[config.mk]
export PLATFORM = sky130hd
export DESIGN_NAME = imem_uart_loader
export DESIGN_NICKNAME = d
export VERILOG_FILES = /design/src/rtl/imem_loader_pkg.sv /design/src/rtl/uart_rx_byte.sv /design/src/rtl/imem_uart_loader.sv
export SDC_FILE = /design/constraint.sdc
export NUM_CORES = 1
export LEC_CHECK = 0
export BUFFER_PORTS_ARGS = -buffer_cell sky130_fd_sc_hd__buf_2
export CAP_MARGIN = 20
export CORE_AREA = 8 8 159 161
export CTS_BUF_LIST = sky130_fd_sc_hd__clkbuf_16
export DETAILED_ROUTE_END_ITERATION = 8
export DIE_AREA = 0 0 167 169
export PLACE_DENSITY = 0.44
export REMOVE_ABC_BUFFERS = 1
export SKIP_LAST_GASP = 1
export SLEW_MARGIN = 40
export SYNTH_ARGS = -nofsm -noshare
export SYNTH_HDL_FRONTEND = slang
export SYNTH_SLANG_ARGS = --single-unit
[constraint.sdc]
create_clock -name clk -period 2.7 [get_ports clk]
set_clock_uncertainty 0.2 [all_clocks]
set_input_delay 0.405 -clock clk [delete_from_list [all_inputs] [get_ports clk]]
set_output_delay 0.405 -clock clk [all_outputs]
set_load 0.1 [all_outputs]
[src/rtl/imem_loader_pkg.sv]
// Shared types and constants for the UART instruction-memory loader.
// IMEM_LOADER_CHECKSUM_EN adds the checksum state to the loader state enum.
package imem_loader_pkg;

    localparam int unsigned BYTES_PER_WORD = 4;

`ifdef IMEM_LOADER_CHECKSUM_EN
    typedef enum logic [2:0] {
        StLen0, StLen1, StData, StChk, StDone, StErr
    } loader_state_e;
`else
    typedef enum logic [2:0] {
        StLen0, StLen1, StData, StDone, StErr
    } loader_state_e;
`endif

endpackage

[src/rtl/uart_rx_byte.sv]
// 8N1 UART byte receiver: 2-FF synchronizer, mid-bit sampling, glitch-rejecting start
// detection and stop-bit check. Emits one-cycle byte_valid_o / frame_err_o pulses.
module uart_rx_byte #(
    parameter int unsigned CLKS_PER_BIT = 434
) (
    input  logic       clk,
    input  logic       reset,
    input  logic       rx_i,
    output logic       byte_valid_o,
    output logic [7:0] byte_o,
    output logic       frame_err_o
);

    localparam int unsigned CntW = $clog2(CLKS_PER_BIT + 1);
    localparam logic [CntW-1:0] HalfCnt = CntW'(CLKS_PER_BIT / 2 - 1);
    localparam logic [CntW-1:0] FullCnt = CntW'(CLKS_PER_BIT - 1);

    typedef enum logic [1:0] {RxIdle, RxStart, RxData, RxStop} rx_state_e;

    rx_state_e       state_q, state_d;
    logic [1:0]      sync_q, sync_d;
    logic            prev_q, prev_d;
    logic [CntW-1:0] cnt_q, cnt_d;
    logic [2:0]      bit_q, bit_d;
    logic [7:0]      shift_q, shift_d;
    logic            valid_q, valid_d;
    logic            ferr_q, ferr_d;
    logic            rx_s;

    always_comb begin
        sync_d  = {sync_q[0], rx_i};
        rx_s    = sync_q[1];
        prev_d  = rx_s;
        state_d = state_q;
        cnt_d   = cnt_q;
        bit_d   = bit_q;
        shift_d = shift_q;
        valid_d = 1'b0;
        ferr_d  = 1'b0;
        case (state_q)
            RxIdle: begin
                if (!rx_s && prev_q) begin
                    state_d = RxStart;
                    cnt_d   = '0;
                end
            end
            RxStart: begin
                // Line back high at half a bit means the start edge was a glitch.
                if (cnt_q == HalfCnt) begin
                    cnt_d   = '0;
                    bit_d   = '0;
                    state_d = rx_s ? RxIdle : RxData;
                end else begin
                    cnt_d = cnt_q + 1'b1;
                end
            end
            RxData: begin
                if (cnt_q == FullCnt) begin
                    cnt_d   = '0;
                    shift_d = {rx_s, shift_q[7:1]};
                    if (bit_q == 3'd7) begin
                        state_d = RxStop;
                    end else begin
                        bit_d = bit_q + 1'b1;
                    end
                end else begin
                    cnt_d = cnt_q + 1'b1;
                end
            end
            RxStop: begin
                if (cnt_q == FullCnt) begin
                    cnt_d   = '0;
                    valid_d = rx_s;
                    ferr_d  = !rx_s;
                    state_d = RxIdle;
                end else begin
                    cnt_d = cnt_q + 1'b1;
                end
            end
            default: state_d = RxIdle;
        endcase
    end

    always_ff @(posedge clk) begin
        if (reset) begin
            state_q <= RxIdle;
            sync_q  <= 2'b11;
            prev_q  <= 1'b1;
            cnt_q   <= '0;
            bit_q   <= '0;
            shift_q <= '0;
            valid_q <= 1'b0;
            ferr_q  <= 1'b0;
        end else begin
            state_q <= state_d;
            sync_q  <= sync_d;
            prev_q  <= prev_d;
            cnt_q   <= cnt_d;
            bit_q   <= bit_d;
            shift_q <= shift_d;
            valid_q <= valid_d;
            ferr_q  <= ferr_d;
        end
    end

    assign byte_valid_o = valid_q;
    assign byte_o       = shift_q;
    assign frame_err_o  = ferr_q;

endmodule

[src/rtl/imem_uart_loader.sv]
// Boot loader: receives a length-prefixed image over UART and writes it into instruction
// memory, holding the core in reset until done. IMEM_LOADER_CHECKSUM_EN enables XOR checksum.
module imem_uart_loader
    import imem_loader_pkg::*;
#(
    parameter int unsigned CLKS_PER_BIT = 434,
    parameter int unsigned ADDR_WIDTH   = 10
) (
    input  logic                  clk,
    input  logic                  reset,
    input  logic                  uart_rx,
    output logic                  imem_we,
    output logic [ADDR_WIDTH-1:0] imem_addr,
    output logic [31:0]           imem_wdata,
    output logic                  core_resetn,
    output logic                  load_done,
    output logic                  load_error
);

    localparam int unsigned MaxWords = 1 << ADDR_WIDTH;

    logic       rx_valid;
    logic [7:0] rx_byte;
    logic       rx_ferr;

    uart_rx_byte #(
        .CLKS_PER_BIT(CLKS_PER_BIT)
    ) u_rx (
        .clk         (clk),
        .reset       (reset),
        .rx_i        (uart_rx),
        .byte_valid_o(rx_valid),
        .byte_o      (rx_byte),
        .frame_err_o (rx_ferr)
    );

    loader_state_e         state_q, state_d;
    logic [7:0]            len_lo_q, len_lo_d;
    logic [15:0]           words_left_q, words_left_d;
    logic [1:0]            byte_cnt_q, byte_cnt_d;
    logic [23:0]           word_q, word_d;
    logic [ADDR_WIDTH-1:0] addr_q, addr_d;
    logic                  we_q, we_d;
    logic [31:0]           wdata_q, wdata_d;
    logic [15:0]           n_words;
`ifdef IMEM_LOADER_CHECKSUM_EN
    logic [7:0]            csum_q, csum_d;
`endif

    always_comb begin
        state_d      = state_q;
        len_lo_d     = len_lo_q;
        words_left_d = words_left_q;
        byte_cnt_d   = byte_cnt_q;
        word_d       = word_q;
        addr_d       = addr_q;
        we_d         = 1'b0;
        wdata_d      = wdata_q;
        n_words      = {rx_byte, len_lo_q};
        // Address saturates rather than wrapping after a full-memory image.
        if (we_q && addr_q != '1) addr_d = addr_q + 1'b1;
`ifdef IMEM_LOADER_CHECKSUM_EN
        csum_d = csum_q;
        if (rx_valid && (state_q == StLen0 || state_q == StLen1 || state_q == StData)) begin
            csum_d = csum_q ^ rx_byte;
        end
`endif
        case (state_q)
            StLen0: begin
                if (rx_ferr) begin
                    state_d = StErr;
                end else if (rx_valid) begin
                    len_lo_d = rx_byte;
                    state_d  = StLen1;
                end
            end
            StLen1: begin
                if (rx_ferr) begin
                    state_d = StErr;
                end else if (rx_valid) begin
                    if (32'(n_words) > MaxWords) begin
                        state_d = StErr;
                    end else if (n_words == '0) begin
`ifdef IMEM_LOADER_CHECKSUM_EN
                        state_d = StChk;
`else
                        state_d = StDone;
`endif
                    end else begin
                        words_left_d = n_words;
                        byte_cnt_d   = '0;
                        state_d      = StData;
                    end
                end
            end
            StData: begin
                if (rx_ferr) begin
                    state_d = StErr;
                end else if (rx_valid) begin
                    if (byte_cnt_q == 2'(BYTES_PER_WORD - 1)) begin
                        we_d         = 1'b1;
                        wdata_d      = {rx_byte, word_q};
                        words_left_d = words_left_q - 16'd1;
                        byte_cnt_d   = '0;
`ifdef IMEM_LOADER_CHECKSUM_EN
                        if (words_left_q == 16'd1) state_d = StChk;
`endif
                    end else begin
                        word_d     = {rx_byte, word_q[23:8]};
                        byte_cnt_d = byte_cnt_q + 1'b1;
                    end
                end
`ifndef IMEM_LOADER_CHECKSUM_EN
                if (we_q && words_left_q == '0) state_d = StDone;
`endif
            end
`ifdef IMEM_LOADER_CHECKSUM_EN
            StChk: begin
                if (rx_ferr) begin
                    state_d = StErr;
                end else if (rx_valid) begin
                    state_d = (rx_byte == csum_q) ? StDone : StErr;
                end
            end
`endif
            StDone: ;
            StErr:  ;
            default: state_d = StErr;
        endcase
    end

    always_ff @(posedge clk) begin
        if (reset) begin
            state_q      <= StLen0;
            len_lo_q     <= '0;
            words_left_q <= '0;
            byte_cnt_q   <= '0;
            word_q       <= '0;
            addr_q       <= '0;
            we_q         <= 1'b0;
            wdata_q      <= '0;
`ifdef IMEM_LOADER_CHECKSUM_EN
            csum_q       <= '0;
`endif
        end else begin
            state_q      <= state_d;
            len_lo_q     <= len_lo_d;
            words_left_q <= words_left_d;
            byte_cnt_q   <= byte_cnt_d;
            word_q       <= word_d;
            addr_q       <= addr_d;
            we_q         <= we_d;
            wdata_q      <= wdata_d;
`ifdef IMEM_LOADER_CHECKSUM_EN
            csum_q       <= csum_d;
`endif
        end
    end

    assign imem_we     = we_q;
    assign imem_addr   = addr_q;
    assign imem_wdata  = wdata_q;
    assign core_resetn = (state_q == StDone);
    assign load_done   = (state_q == StDone);
    assign load_error  = (state_q == StErr);

endmodule

Word level (Yosys, flattened, before mapping) --
Cells that the tools add are included.
Storage, ports and cells: register bits after elaboration 123, input port bits 3, output and inout bits 46, word-level logic and storage cells 121
Operators by class: $add $sub $neg 5, $lt $le $gt $ge 1, eq/ne operators 28, mux-type cells 41, bitwise logic cells 7, reductions and logical operators 23
Operators with widths (count):
- $mux 16 | 7
- $logic_not 16->1 | 2
- $pmux 16 s2 | 1
- $mux 3 | 10
- $mux 9 | 3
- $pmux 9 s3 | 1
- $mux 2 | 13
- $gt 16x11->1 const B | 1
- $reduce_and 4->1 | 4
- $sub 16x1->16 const B | 1
- $ne 2x1->1 const B | 7
- $ne 2x2->1 const B | 6
- $pmux 3 s4 | 1
- $add 10x1->10 const B | 1
- $ne 10x10->1 const B | 1
- $add 9x1->9 const B | 1
- $eq 9x8->1 const B | 1
- $eq 9x9->1 const B | 1
- $pmux 2 s4 | 1
- $reduce_and 8->1 | 1
- $not 1->1 | 7
- $reduce_and 7->1 | 1
- $eq 2x2->1 const B | 3
- $eq 3x2->1 const B | 2
- 21 further kinds | 28

Depth between registers and ports, before layout --
Gate-level depths: netlist of run 1.
depth after elaboration 6, mapped depth 9

Hierarchy --
A second synthesis of run 1 with hierarchy kept.
Unflattened totals: cell total of the unflattened synthesis 667, area total of the unflattened synthesis 5550.3 um^2
Modules (own cells, without submodules):
- imem_uart_loader | instances 1, cells an instance 521, area each 4249.1 um^2, seq. area each 1921.8 um^2
- uart_rx_byte | instances 1, cells an instance 146, area each 1301.2 um^2, seq. area each 540.5 um^2

Worst setup path after synthesis of run 1 --
Ideal clock, no wire load.
kind reg-to-output, start point register state_q[1], end point output load_done, data arrival time 3.357 ns, slack -1.262 ns, stages on the path, launching flop included 5, path buffers 2, path through dfxtp_1 -> clkbuf_1 -> inv_1 -> nor3_1 -> buf_4
On the way: word-level cells in the longest chain between the ends 1
RTL lines:
- start, declared | line imem_uart_loader.sv:37 | loader_state_e state_q, state_d;
- start signal, assigned | line imem_uart_loader.sv:134 | state_q <= StLen0;
- start signal, assigned | line imem_uart_loader.sv:146 | state_q <= state_d;
- $eq 3x2->1
- end, declared | line imem_uart_loader.sv:16 | output logic load_done,
Every way passes these cells.

Worst setup path after layout of run 1 --
start point register words_left_q[0], end point register words_left_q[12]
On the way: word-level cells in the longest chain between the ends 5
RTL lines:
- start, declared | line imem_uart_loader.sv:39 | logic [15:0] words_left_q, words_left_d;
- start signal, assigned | line imem_uart_loader.sv:148 | words_left_q <= words_left_d;
- $sub 16x1->16 | line imem_uart_loader.sv:103 | words_left_d = words_left_q - 16'd1;
- $mux 16 | line imem_uart_loader.sv:100 | if (byte_cnt_q == 2'(BYTES_PER_WORD - 1)) begin
- $mux 16 | line imem_uart_loader.sv:99 | end else if (rx_valid) begin
- $mux 16 | line imem_uart_loader.sv:97 | if (rx_ferr) begin
- $pmux 16 s2 | line imem_uart_loader.sv:68 | case (state_q)
Every way passes these cells. The select of a mux whose other input is x is not followed. A chain may end at the register's enable or synchronous reset.

==> results of run 1 <==
synthesized netlist by cell type (all sizes together) (2+ instances only):
cell type	n	area [sq um]
o311ai	6	52.6
a31oi	6	43.8
or3b	3	26.3
dfxtp	123	2460
and2	2	12.5
or2	2	12.5
mux2i	19	190
inv	15	56.3
clkbuf	28	105
a21o	2	15.0
a22oi	3	22.5
o22ai	3	18.8
o21bai	2	15.0
a41oi	3	26.3
buf	15	87.6
nand2b	10	62.6
nand2	144	541
ha	9	113
o31ai	8	65.1
nor2b	7	43.8
nor2	57	224
and4	2	17.5
nor4	5	76.3
a21oi	84	424
a311oi	7	61.3
xor2	6	52.6
nor3b	2	20.0
a211o	4	35.0
o21ai	19	95.1
nor3	22	120
nand4	8	50.1
or4	2	18.8
a2111oi	2	17.5
and3	8	50.1
or3	4	30.0
nand3	13	65.1
nand3b	4	30.0
a211oi	4	30.0
worst max-delay path, stage by stage, from the launching register on:
cell and delay, ps:
dfxtp_1 330, inv_1 110, ha_1 190, or3b_2 550, nor2_4 220, nand4_1 120
a2111oi_0 520, a211o_1 150
through the flow:
step                utilization  TNS (ps)  cells  instance area (sq um)
floorplan                     -     -5460    637                   5360
global placement          0.267         0    995                   6130
detailed placement        0.268         0    996                   6150
CTS                       0.292         0   1027                   6700
global route              0.292         0   1027                   6700
finish                    0.292         0   1027                   6700
cell usage in the layout (no fill, tap or decap), types with 6 or more instances in the layout:
cell type	Yosys	layout
nand2b_1	10	10
nor3_1	20	20
o21ai_0	15	15
buf_2	10	47
and3_1	8	8
nor2b_1	7	7
nand3_1	13	13
o31ai_1	7	7
ha_1	9	9
nand2_1	144	144
a21oi_1	83	83
xor2_1	6	6
o311ai_0	6	6
mux2i_1	19	19
clkbuf_16	0	17
nand4_1	8	8
a311oi_1	7	7
inv_1	15	18
dfxtp_1	123	123
nor2_1	55	55
buf_4	5	20
metal layers:
metal  vias to the layer above  track usage
met5                         -            0
met1                      2238        0.141
met2                        93        0.164
met3                        14       0.0287
li1                       2476            -
met4                         0       0.0419
cells by family after synthesis:
| family | count (synthesis) | share of synthesized area |
|---|---|---|
| DFF | 123 | 0.443 |
| AOI/OAI and AO/OA | 165 | 0.187 |
| and+or+nand+nor | 298 | 0.258 |
| buffers and inverters | 58 | 0.0448 |
| adders and majority gates | 9 | 0.0203 |
| xor gates and xnor gates | 7 | 0.0110 |
| muxes | 20 | 0.0363 |
final timing paths:
| path | end | slack [ps] | startpoint | cells past startpoint |
|---|---|---|---|---|
| hold reg to reg | u_rx.sync_q[1]$_SDFF_PP1_ | 210 | u_rx.sync_q[0]$_SDFF_PP1_ | 1 |
| setup reg to reg | words_left_q[12]$_SDFFE_PP0P_ | 250 | words_left_q[0]$_SDFFE_PP0P_ | 7 |
| hold / removal | len_lo_q[2]$_SDFFE_PP0P_ | 160 | reset | 2 |
| setup / recovery | words_left_q[12]$_SDFFE_PP0P_ | 250 | words_left_q[0]$_SDFFE_PP0P_ | 7 |
power breakdown:
group	total, W	leakage (nW)	switching (W)	internal [W]
clock network	0.00213	0.273	0.000813	0.00132
logic	0.0000909	1.21	0.0000632	0.0000278
registers	0.00183	0.991	0.00000862	0.00182
layout make-up:
type / count / area [sq um] / share of cell area
multi-input cells: 499 / 2840 / 0.424
flip-flops and latches: 123 / 2460 / 0.368
repair buffers: 70 / 435 / 0.0650
clock buffers: 17 / 425 / 0.0635
well taps: 290 / 363 / 0.0542
clock inverters: 13 / 114 / 0.0170
inverters: 15 / 56.3 / 0.00841
state kept, by name, indices dropped and copies added, names as in the netlist, 2 cells and up, named ones only:
| signal | flops |
|---|---|
| u_rx.cnt_q | 9 |
| words_left_q | 16 |
| imem_addr | 10 |
| imem_wdata | 32 |
| u_rx.bit_q | 3 |
| len_lo_q | 8 |
| word_q | 24 |
| u_rx.sync_q | 2 |
| u_rx.byte_o | 8 |
| state_q | 3 |
| byte_cnt_q | 2 |
==> key figures, run 1 <==
Status
  – Status: finished, final reports clean

GRT
  – Initial antenna violation count: 0
  – Vias in the first global route: 4561
  – First-pass GRT wire length: 24700 um
  – GR Util All Layers: 0.107
  – Congestion Overflow GR: 0
  – Largest net degree at the start of global routing: 51

Detailed routing
  – Vias per inst: 4.69
  – WL/cell: 14.5 um
  – Met2 wire length: 6660 um
  – DRT iter0 DRCs: 320
  – DRT Wirelength: 14900 um
  – DR vias: 4821
  – DRT met1 WL: 7380 um
  – Pre-antenna DRT Iters: 5
  – Post-DRT Antenna Nets: 0
  – Uppermost layer routed: met4
  – Met3 WL: 610 um
  – Residual DRC: 0

STA
  – Max-slew violations: 0
  – Hold Fails Final Rpt: 0
  – Setup ws final: 246 ps
  – Rel. slew slack: 0.457
  – RSZ-0062 raised after global routing: false
  – Fmax: 0.407 GHz
  – Tmin final: 2450 ps
  – Fin crit share: 0.909
  – Final setup fails: 0
  – Slew @ Worst Pin: 809 ps
  – Hold_ws: 160 ps

Synthesis
  – Async set or reset register ratio after synthesis: 0
  – Post-Syn Area: 0.00555 sq mm
  – Synth Flop Type: dfxtp_1
  – Register area share after synthesis: 0.443
  – Post-synth EDFFs: 0
  – Post-Syn Instances: 680
  – Avg Cell Area, Syn: 8.17 sq um
  – Flops & latches, synth: 123
  – Post-synth cell types: 69
  – YS warnings: 0

Layout
  – Area grow syn2layout: 20.6%
  – Share of layout cells above drive strength 1: 0.157
  – Fillers: 2445
  – Antenna Cells: 0
  – Net count, final: 738

Worst setup path
  – CP Data Required Time: 2850 ps
  – Startpoint types: register
  – Crit end category: register
  – CP arrival: 2610 ps
  – Setup CP Type: register to register
  – Crit path max fanout: 8

Floorplanning
  – Die Width: 167 um
  – Core ar.: 0.0229 sq mm
  – # rows: 56
  – Initial Util: 0.242
  – DIE HEIGHT: 169 um
  – Die ar.: 0.0282 sq mm
  – I/O pin cnt: 49

Clocking
  – Resized Gates After CTS: 0
  – Post-CTS Setup Inserts: 0
  – CTS H-tree lvls: 4
  – Clock Latency Late Sink: 410 ps
  – CTS tree: built
  – Hold-fix buffers, CTS: 1
  – Num Clock Sinks: 123
  – CTS Buffer Depth: 2
  – Reg clk slew, reported paths: 50 ps
  – CTS root buffer: clkbuf_16
  – CTS buffer count: 17

Placed design
  – Input/output buffers: 48
  – Dpl hpwl: 9740 um
  – DP Worst Slack: 339 ps
  – GP Congestion: 0.797

Pwr
  – Post-layout power: 0.00406 W
  – Leak Pwr: 2.48 nW
  – VDD IR max: 0.316 mV
  – Pwr Density: 606 mW/mm^2

Run
  – Max Cap Violations: 0

Min path
  – Worst hold path class: primary input to register
(Power assumes the default switching activity.)
==> run 2: changes to the inputs <==
- CTS_BUF_LIST: sky130_fd_sc_hd__clkbuf_16 -> sky130_fd_sc_hd__clkbuf_8
==> key figures, run 2 (synthesis results as in run 1) <==
Pwr
  – NetSw: 0.000804 W
  – Clock power frac: 0.451
  – VDD IR max: 0.261 mV
  – Leak Pwr: 2.40 nW
  – Pwr Density: 535 mW/mm^2
  – Logic pwr share: 0.026
  – Register share of total power: 0.523
  – Internal power: 0.00269 W
  – Sw frac: 0.230

Worst setup path
  – Crit path max fanout: 8
  – Crit path max-delay cell type: or3b_2
  – Crit end category: register
  – Worst path cell trace: inv_1, ha_1, or3b_2, nor2_4, nand4_1, a2111oi_0, a211o_1
  – Setup CP Type: register to register
  – CP arrival: 2630 ps
  – Crit-path max cell delay: 550 ps
  – Startpoint types: register
  – CP Data Required Time: 2870 ps

STA
  – RSZ-0062 raised after global routing: false
  – Slew @ Worst Pin: 803 ps
  – Tmin final: 2460 ps
  – Fmax: 0.407 GHz
  – Hold Fails Final Rpt: 0
  – Max-slew violations: 0
  – Fin crit share: 0.909
  – Rel. slew slack: 0.461
  – Final setup fails: 0

Layout
  – Commonest non-fill, non-tap cell in the layout: nand2_1
  – Fillers: 2476
  – Net count, final: 738
  – Max reg flops: 32
  – Most frequent cells in the layout: 144 x nand2_1, 123 x dfxtp_1, 83 x a21oi_1, 55 x nor2_1, 47 x buf_2
  – Antenna Cells: 0
  – Area grow syn2layout: 17.5%
  – Design Area, Final: 0.00653 sq mm
  – Share of layout cells above drive strength 1: 0.160
  – Utilization after layout: 0.285

GRT
  – GR Util All Layers: 0.107
  – Routing usage on met1: 0.141
  – Most crowded layer after global routing: met2
  – Largest net degree at the start of global routing: 51
  – Met3 Use GR: 0.0280
  – Met2 Use GR: 0.162
  – Initial antenna violation count: 0
  – First-pass GRT wire length: 24600 um
  – Vias in the first global route: 4535
  – Congestion Overflow GR: 0

Min path
  – Worst hold path class: primary input to register

Floorplanning
  – Die Width: 167 um
  – Initial Util: 0.242
  – Die ar.: 0.0282 sq mm
  – # rows: 56
  – I/O pin cnt: 49
  – Core ar.: 0.0229 sq mm
  – DIE HEIGHT: 169 um

Clocking
  – CTS H-tree lvls: 4
  – CTS buffer count: 17
  – Post-CTS Setup Inserts: 0
  – Resized Gates After CTS: 0
  – Clock Latency Late Sink: 430 ps
  – Hold-fix buffers, CTS: 1
  – CTS root buffer: clkbuf_8
  – CTS tree: built
  – CTS Buffer Depth: 2
  – Reg clk slew, reported paths: 70 ps
  – Num Clock Sinks: 123

Detailed routing
  – Post-DRT Antenna Nets: 0
  – Residual DRC: 0
  – DR vias: 4846
  – Vias per inst: 4.72
  – Pre-antenna DRT Iters: 5
  – WL/cell: 14.4 um
  – DRT Wirelength: 14800 um
  – DRT iter0 DRCs: 356

Placed design
  – GP Congestion: 0.797
  – Dpl hpwl: 9740 um
  – Input/output buffers: 48
  – DP Area: 0.00615 sq mm

Run
  – Max Cap Violations: 0

Status
  – Status: finished, final reports clean
run 2: changes by cell type in the layout (fill, tap and decap cells not counted), sizes merged:
cell    previous run  this run
clkinv             6         4
clkbuf            17        19
run 2: per-stage QoR:
step	instances	total power [W]	hold slack, ps	setup WS [ps]	setup TNS [ps]
floorplan	637	0.00191	189	-2500	-5460
global placement	995	0.00196	192	374	0
detailed placement	996	0.00196	201	339	0
CTS	1027	0.00356	107	210	0
global route	1027	0.00365	128	68.6	0
finish	1027	0.00349	142	245	0
run 2: layout make-up:
type | instances | area, sq um | share of cell area
clock inverter | 11 | 106 | 0.0163
multi-input combinational | 499 | 2840 | 0.435
inverter | 15 | 56.3 | 0.00863
sequential | 123 | 2460 | 0.377
tap | 290 | 363 | 0.0556
clock buffer | 19 | 262 | 0.0401
timing repair buffer | 70 | 435 | 0.0667
run 2: path summary, 6_finish.rpt:
kind                                              startpoint                             to  slack (ps)  cells past startpoint
worst max-delay path            words_left_q[0]$_SDFFE_PP0P_  words_left_q[12]$_SDFFE_PP0P_         240                      7
worst min-delay path                                   reset       len_lo_q[2]$_SDFFE_PP0P_         140                      2
worst max register to register  words_left_q[0]$_SDFFE_PP0P_  words_left_q[12]$_SDFFE_PP0P_         240                      7
worst min register to register     u_rx.sync_q[0]$_SDFF_PP1_      u_rx.sync_q[1]$_SDFF_PP1_         210                      1
run 2: worst max-delay path, delay by kind of cell, from the launching register on:
family	cells	cell delay [ps]
simple gates	3	900
compound gates	2	670
flops	1	330
fa+ha+maj	1	190
buf+inv	1	110
run 2: power by group through the flow:
stage / Sequential, W / Clock [W] / Combinational (W)
finish: 0.00183 / 0.00157 / 0.0000906
CTS: 0.00183 / 0.00164 / 0.0000931
detailed placement: 0.00187 / 0 / 0.0000915
global route: 0.00183 / 0.00172 / 0.000103
floorplan: 0.00187 / 0 / 0.0000422
global placement: 0.00187 / 0 / 0.0000904
run 2: layer usage:
layer	share of wire	vias up	routed length, um
met4	0.014	0	213
met3	0.040	14	596
li1	-	2477	-
met5	0	-	0
met1	0.50	2262	7370
met2	0.45	93	6650
